[src/rtl/vedic_mac_pkg.sv]
// Shared types and widths for the vedic multiply-accumulate block.
package vedic_mac_pkg;

  localparam int unsigned OPND_W = 8;
  localparam int unsigned PROD_W = 16;

  typedef enum logic [1:0] {
    IDLE  = 2'd0,
    ACCUM = 2'd1,
    DONE  = 2'd2
  } state_t;

endpackage

[src/rtl/vedic_mac_vedic8bit.sv]
// 8x8 unsigned Vedic (Urdhva-Tiryagbhyam) multiplier built from 2x2 and 4x4 crosswise blocks.
module vedic8bit
  import vedic_mac_pkg::*;
(
  input  logic [OPND_W-1:0] a,
  input  logic [OPND_W-1:0] b,
  output logic [PROD_W-1:0] p_c
);

  // 2x2 block: vertical and crosswise bit products with half-adder carries
  function automatic logic [3:0] mul2(input logic [1:0] x, input logic [1:0] y);
    logic [3:0] r;
    logic       c1;
    r[0] = x[0] & y[0];
    r[1] = (x[1] & y[0]) ^ (x[0] & y[1]);
    c1   = (x[1] & y[0]) & (x[0] & y[1]);
    r[2] = (x[1] & y[1]) ^ c1;
    r[3] = (x[1] & y[1]) & c1;
    return r;
  endfunction

  // 4x4 block: four 2x2 partial products, cross terms summed then shifted in
  function automatic logic [7:0] mul4(input logic [3:0] x, input logic [3:0] y);
    logic [3:0] ll, lh, hl, hh;
    logic [4:0] mid;
    ll  = mul2(x[1:0], y[1:0]);
    lh  = mul2(x[1:0], y[3:2]);
    hl  = mul2(x[3:2], y[1:0]);
    hh  = mul2(x[3:2], y[3:2]);
    mid = 5'(lh) + 5'(hl);
    return 8'(ll) + (8'(mid) << 2) + (8'(hh) << 4);
  endfunction

  // 8x8 block: same crosswise structure one level up
  function automatic logic [15:0] mul8(input logic [7:0] x, input logic [7:0] y);
    logic [7:0] ll, lh, hl, hh;
    logic [8:0] mid;
    ll  = mul4(x[3:0], y[3:0]);
    lh  = mul4(x[3:0], y[7:4]);
    hl  = mul4(x[7:4], y[3:0]);
    hh  = mul4(x[7:4], y[7:4]);
    mid = 9'(lh) + 9'(hl);
    return 16'(ll) + (16'(mid) << 4) + (16'(hh) << 8);
  endfunction

  assign p_c = PROD_W'(mul8(a, b));

endmodule

[src/rtl/vedic_mac.sv]
// Three-stage burst multiply-accumulate: S1 operand capture, S2 vedic product, S3 accumulate.
module vedic_mac
  import vedic_mac_pkg::*;
#(
  parameter int unsigned ACC_W = 24
) (
  input  logic              clk,
  input  logic              rst_n,
  input  logic              in_valid,
  output logic              in_ready,
  input  logic [7:0]        in_a,
  input  logic [7:0]        in_b,
  input  logic              in_last,
  output logic              out_valid,
  input  logic              out_ready,
  output logic [ACC_W-1:0]  out_acc,
  output logic              out_ovf
);

  localparam int unsigned SUM_W = ACC_W + 1;

  logic              accept_c;
  logic [OPND_W-1:0] s1_a, s1_b;
  logic              s1_last, s1_valid;
  logic [PROD_W-1:0] s1_prod_c;
  logic [PROD_W-1:0] s2_prod;
  logic              s2_last, s2_valid;
  logic [SUM_W-1:0]  sum_c;

  state_t            state_q, state_d;
  logic [ACC_W-1:0]  acc_q, acc_d;
  logic              ovf_q, ovf_d;
  logic              closed_q, closed_d;
  logic              in_ready_q, in_ready_d;
  logic              out_valid_q, out_valid_d;

  assign accept_c = in_valid && in_ready_q;
  assign sum_c    = {1'b0, acc_q} + SUM_W'(s2_prod);

  vedic8bit u_mul (
    .a   (s1_a),
    .b   (s1_b),
    .p_c (s1_prod_c)
  );

  // Pipeline stages S1 and S2; payload only loads alongside a valid beat
  always_ff @(posedge clk or negedge rst_n) begin
    if (!rst_n) begin
      s1_a     <= '0;
      s1_b     <= '0;
      s1_last  <= 1'b0;
      s1_valid <= 1'b0;
      s2_prod  <= '0;
      s2_last  <= 1'b0;
      s2_valid <= 1'b0;
    end else begin
      s1_valid <= accept_c;
      if (accept_c) begin
        s1_a    <= in_a;
        s1_b    <= in_b;
        s1_last <= in_last;
      end
      s2_valid <= s1_valid;
      if (s1_valid) begin
        s2_prod <= s1_prod_c;
        s2_last <= s1_last;
      end
    end
  end

  // State, accumulator and registered handshake outputs
  always_ff @(posedge clk or negedge rst_n) begin
    if (!rst_n) begin
      state_q     <= IDLE;
      acc_q       <= '0;
      ovf_q       <= 1'b0;
      closed_q    <= 1'b0;
      in_ready_q  <= 1'b0;
      out_valid_q <= 1'b0;
    end else begin
      state_q     <= state_d;
      acc_q       <= acc_d;
      ovf_q       <= ovf_d;
      closed_q    <= closed_d;
      in_ready_q  <= in_ready_d;
      out_valid_q <= out_valid_d;
    end
  end

  // Next-state: S3 accumulation, burst close on last, clear on result handshake
  always_comb begin
    state_d  = state_q;
    acc_d    = acc_q;
    ovf_d    = ovf_q;
    closed_d = closed_q;
    unique case (state_q)
      IDLE: begin
        if (accept_c) state_d = ACCUM;
      end
      ACCUM: begin
        if (s2_valid) begin
          acc_d = sum_c[ACC_W-1:0];
          ovf_d = ovf_q | sum_c[ACC_W];
          if (s2_last) state_d = DONE;
        end
      end
      DONE: begin
        if (out_valid_q && out_ready) begin
          state_d  = IDLE;
          acc_d    = '0;
          ovf_d    = 1'b0;
          closed_d = 1'b0;
        end
      end
      default: state_d = IDLE;
    endcase
    // A burst is closed once its last beat enters; no new beats until the result is taken
    if (accept_c && in_last) closed_d = 1'b1;
    in_ready_d  = !closed_d;
    out_valid_d = (state_d == DONE);
  end

  assign in_ready  = in_ready_q;
  assign out_valid = out_valid_q;
  assign out_acc   = acc_q;
  assign out_ovf   = ovf_q;

endmodule

[config.mk]
export PLATFORM = sky130hd
export DESIGN_NAME = vedic_mac
export DESIGN_NICKNAME = d
export VERILOG_FILES = /design/src/rtl/vedic_mac_pkg.sv /design/src/rtl/vedic_mac_vedic8bit.sv /design/src/rtl/vedic_mac.sv
export SDC_FILE = /design/constraint.sdc
export NUM_CORES = 1
export LEC_CHECK = 0
export CORE_AREA = 10 10 109 131
export DETAILED_ROUTE_END_ITERATION = 6
export DIE_AREA = 0 0 119 141
export PLACE_DENSITY = 0.73
export SYNTH_ARGS = -nofsm -noshare
export SYNTH_HDL_FRONTEND = slang
export SYNTH_SLANG_ARGS = --single-unit
[constraint.sdc]
create_clock -name clk -period 5.4 [get_ports clk]
set_input_delay 1.62 -clock clk [delete_from_list [all_inputs] [get_ports clk]]
set_output_delay 1.62 -clock clk [all_outputs]
set_load 0.005 [all_outputs]
==> qor.csv <==
stage;metric;value;unit
synthesis;top cell type by total area after synthesis;dfrtp_1;
routing;Detail Route Antenna Nets;0;
sta;Slew HR;18.7;%
finish;share of layout cells above drive strength 1;8.50;%
synthesis;dominant cell by count in the synthesized netlist;ha_1;
finish;Design Area, Final;7030;µm²
routing;Via density;5.58;
routing;routed vias;4771;
clock_tree;number of gates resized after CTS;0;
synthesis;Post-synth EDFFs;0;
worst_setup_path;crit path kind;register to register;
grt;vias in the first global route;5091;
placed_design;Cells after DPL;839;
die;Rows;44;
routing;drt pass-1 iters;4;
clock_tree;Worst-Skew Late Latency;0.33;ns
sta;skew final;0.00602;ns
clock_tree;Num CTS Buffers;9;
placed_design;PortBufs;47;
routing;routed wl met3;417;µm
worst_hold_path;HP Start;s2_last;
routing;DRC;0;
die;Die Height;141;µm
routing;total wire length;13400;µm
die;Die W;119;µm
sta;Hold Fails Final Rpt;0;
die;IO Pins;48;
job;max-cap violations;0;
finish;synth-to-layout area growth;15.4;%
synthesis;ys async rst share;100;%
routing;Met2 Wirelength;6900;µm
sta;RSZ-0062 raised after global routing;no;
clock_tree;clk slew on worst S/H paths;0.06;ns
sta;period utilisation layout;87.1;%
synthesis;Syn Nets;771;
placed_design;DP HPWL;10900;µm
worst_setup_path;RR Startpoint;s1_a[3];
worst_hold_path;Hold Crit Class;register to register;
status;status;completed;
worst_setup_path;Worst R2R Setup Slack;0.69;ns
routing;met1 WL;5770;µm
synthesis;Syn Area/Cell;9.54;µm²
worst_hold_path;hold depth;1;
worst_setup_path;Critical R2R Capture;s2_prod[14];
grt;first-pass GRT wire length;23600;µm
placed_design;worst slack, placed;0.700;ns
clock_tree;clock root buffer;clkbuf_16;
placed_design;GP Congestion;0.896;
clock_tree;post-CTS setup buffer count;0;
die;Starting Density;51.7;%
synthesis;Seq cells post-synth;66;
worst_setup_path;Crit Path Max Fanout;9;
finish;fin cells;855;
synthesis;distinct cell type count after synthesis;59;
worst_setup_path;crit path DAT;4.92;ns
worst_setup_path;crit path from;s1_a[3];
synthesis;Post-Syn Area;6090;µm²
clock_tree;CTS Buffer Depth;2;
sta;fin. max-slew vios;0;
synthesis;Synthesis Warnings;0;
worst_setup_path;critical path required time;5.61;ns
grt;largest net degree at the start of global routing;43;
routing;DR WL/cell;15.7;µm
clock_tree;Hold Buf Count CTS;0;
synthesis;Commonest cells post-synth;ha_1, and2_1, dfrtp_1;
sta;final setup TNS;0;ns
synthesis;sequential fraction of the synthesis area;27.1;%
worst_setup_path;critical path capture point type;register;
synthesis;Mapped Cells;638;
grt;initial antenna violation count;0;
finish;Final nets;822;
sta;min cycle time layout;4.71;ns
synthesis;main flop type after synthesis;dfrtp_1;
die;core area;11800;µm²
synthesis;Area contributors post-synth;dfrtp_1, ha_1, and2_1;
synthesis;Yosys top cell area share;27.1;%
routing;drt first-iter violations;236;
worst_setup_path;startpoint types;register;
finish;antenna fix cells;0;
sta;Max Fclk;213;MHz
grt;gr ovfl total;0;
clock_tree;H-Tree Depth;3;
grt;gr usage total;16.6;%
placed_design;placed cell areas;6730;µm²
clock_tree;CTS tree;built;
sta;final setup margin;0.695;ns
worst_hold_path;Worst Hold Endpoint;state_q[0];
sta;worst-margin pin slew;1.22;ns
clock_tree;CTS sink cnt;66;
routing;Max Used Layer;met4;
die;DIE AREA;16800;µm²
sta;Setup-failing EPs final;0;
worst_setup_path;cells on worst reg2reg path;21;
## critical path: stages (launching register included)
cell and delay, ns:
dfrtp_1 0.45, and2_1 0.19, ha_1 0.31, inv_1 0.07, fa_1 0.59, inv_1 0.06, ha_1 0.28, a21o_1 0.17
a21oi_1 0.21, xnor2_1 0.16, ha_1 0.29, nor3_1 0.18, nor2_1 0.06, o41a_1 0.11, xor2_1 0.15, ha_1 0.33
a21oi_1 0.20, nand2_1 0.09, o211ai_1 0.18, a21oi_1 0.10, xnor2_1 0.14, mux2_2 0.25
## final cells by class
cell class | instances | area (µm²)
Timing Repair Buffer | 48 | 473
Sequential cell | 66 | 1650
Inverter | 35 | 131
Fill cell | 1060 | 4750
Clock buffer | 9 | 225
Multi-Input combinational cell | 529 | 4280
Tap cell | 161 | 201
Clock inverter | 7 | 70.1
## worst max-delay path by stage
| stage | endpoint | cells after the start |
|---|---|---|
| 2_1_floorplan | s2_prod[14] | 18 |
| 3_3_place_gp | s2_prod[13] | 19 |
| 3_5_place_dp | s2_prod[13] | 19 |
| 4_1_cts | s2_prod[14] | 18 |
| 5_1_grt | s2_prod[15] | 18 |
| 6_report | s2_prod[14] | 21 |
## sequential cells by signal (all words and copies together), names as in the netlist
| name | cells |
|---|---|
| state_q | 2 |
| closed_q | 1 |
| s2_prod | 16 |
| s1_b | 8 |
| s1_valid | 1 |
| s1_last | 1 |
| out_valid | 1 |
| in_ready | 1 |
| out_acc | 24 |
| s2_last | 1 |
| s1_a | 8 |
| s2_valid | 1 |
| out_ovf | 1 |
## through the flow
step / hold WS (ns) / utilization (%)
final: 0.491 / 59.7
after CTS: 0.497 / 59.7
after global placement: 0.478 / 57.1
after detailed placement: 0.484 / 57.1
after floorplan: 0.352 / -
after global routing: 0.520 / 59.7
## cells in the final DEF (no fill, tap or decap), drive strengths merged, types with 6 or more instances in the layout
| cell type | instances |
|---|---|
| fa | 11 |
| nor2 | 24 |
| dfrtp | 66 |
| clkbuf | 9 |
| inv | 35 |
| a21o | 21 |
| o211ai | 7 |
| o21ai | 28 |
| nand3 | 13 |
| xor2 | 13 |
| nor2b | 6 |
| clkdlybuf4s50 | 46 |
| a21oi | 45 |
| ha | 101 |
| mux2 | 30 |
| nand2b | 7 |
| mux2i | 7 |
| and2 | 66 |
| xnor2 | 33 |
| o21a | 6 |
| nand2 | 46 |
## layer usage
metal  global-route usage, %  vias up
li1                        -     2383
met1                    18.8     2288
met2                    29.8       77
met5                       0        -
met3                    3.56       23
met4                    6.44        0
## cells by family (layout without fill, tap and decap cells)
| logic type | after synthesis | count (layout) | share of synthesized area (%) |
|---|---|---|---|
| muxes | 37 | 37 | 6.70 |
| xor gates and xnor gates | 46 | 46 | 6.62 |
| AOI/OAI and AO/OA | 139 | 139 | 15.1 |
| DFF | 66 | 66 | 27.1 |
| adders and majority gates | 112 | 112 | 24.4 |
| and+or+nand+nor | 195 | 195 | 17.4 |
| buffers and inverters | 43 | 99 | 2.67 |
Power is not shown: default switching activity piles up to over one toggle a cycle in this logic, so the estimate is an artifact.
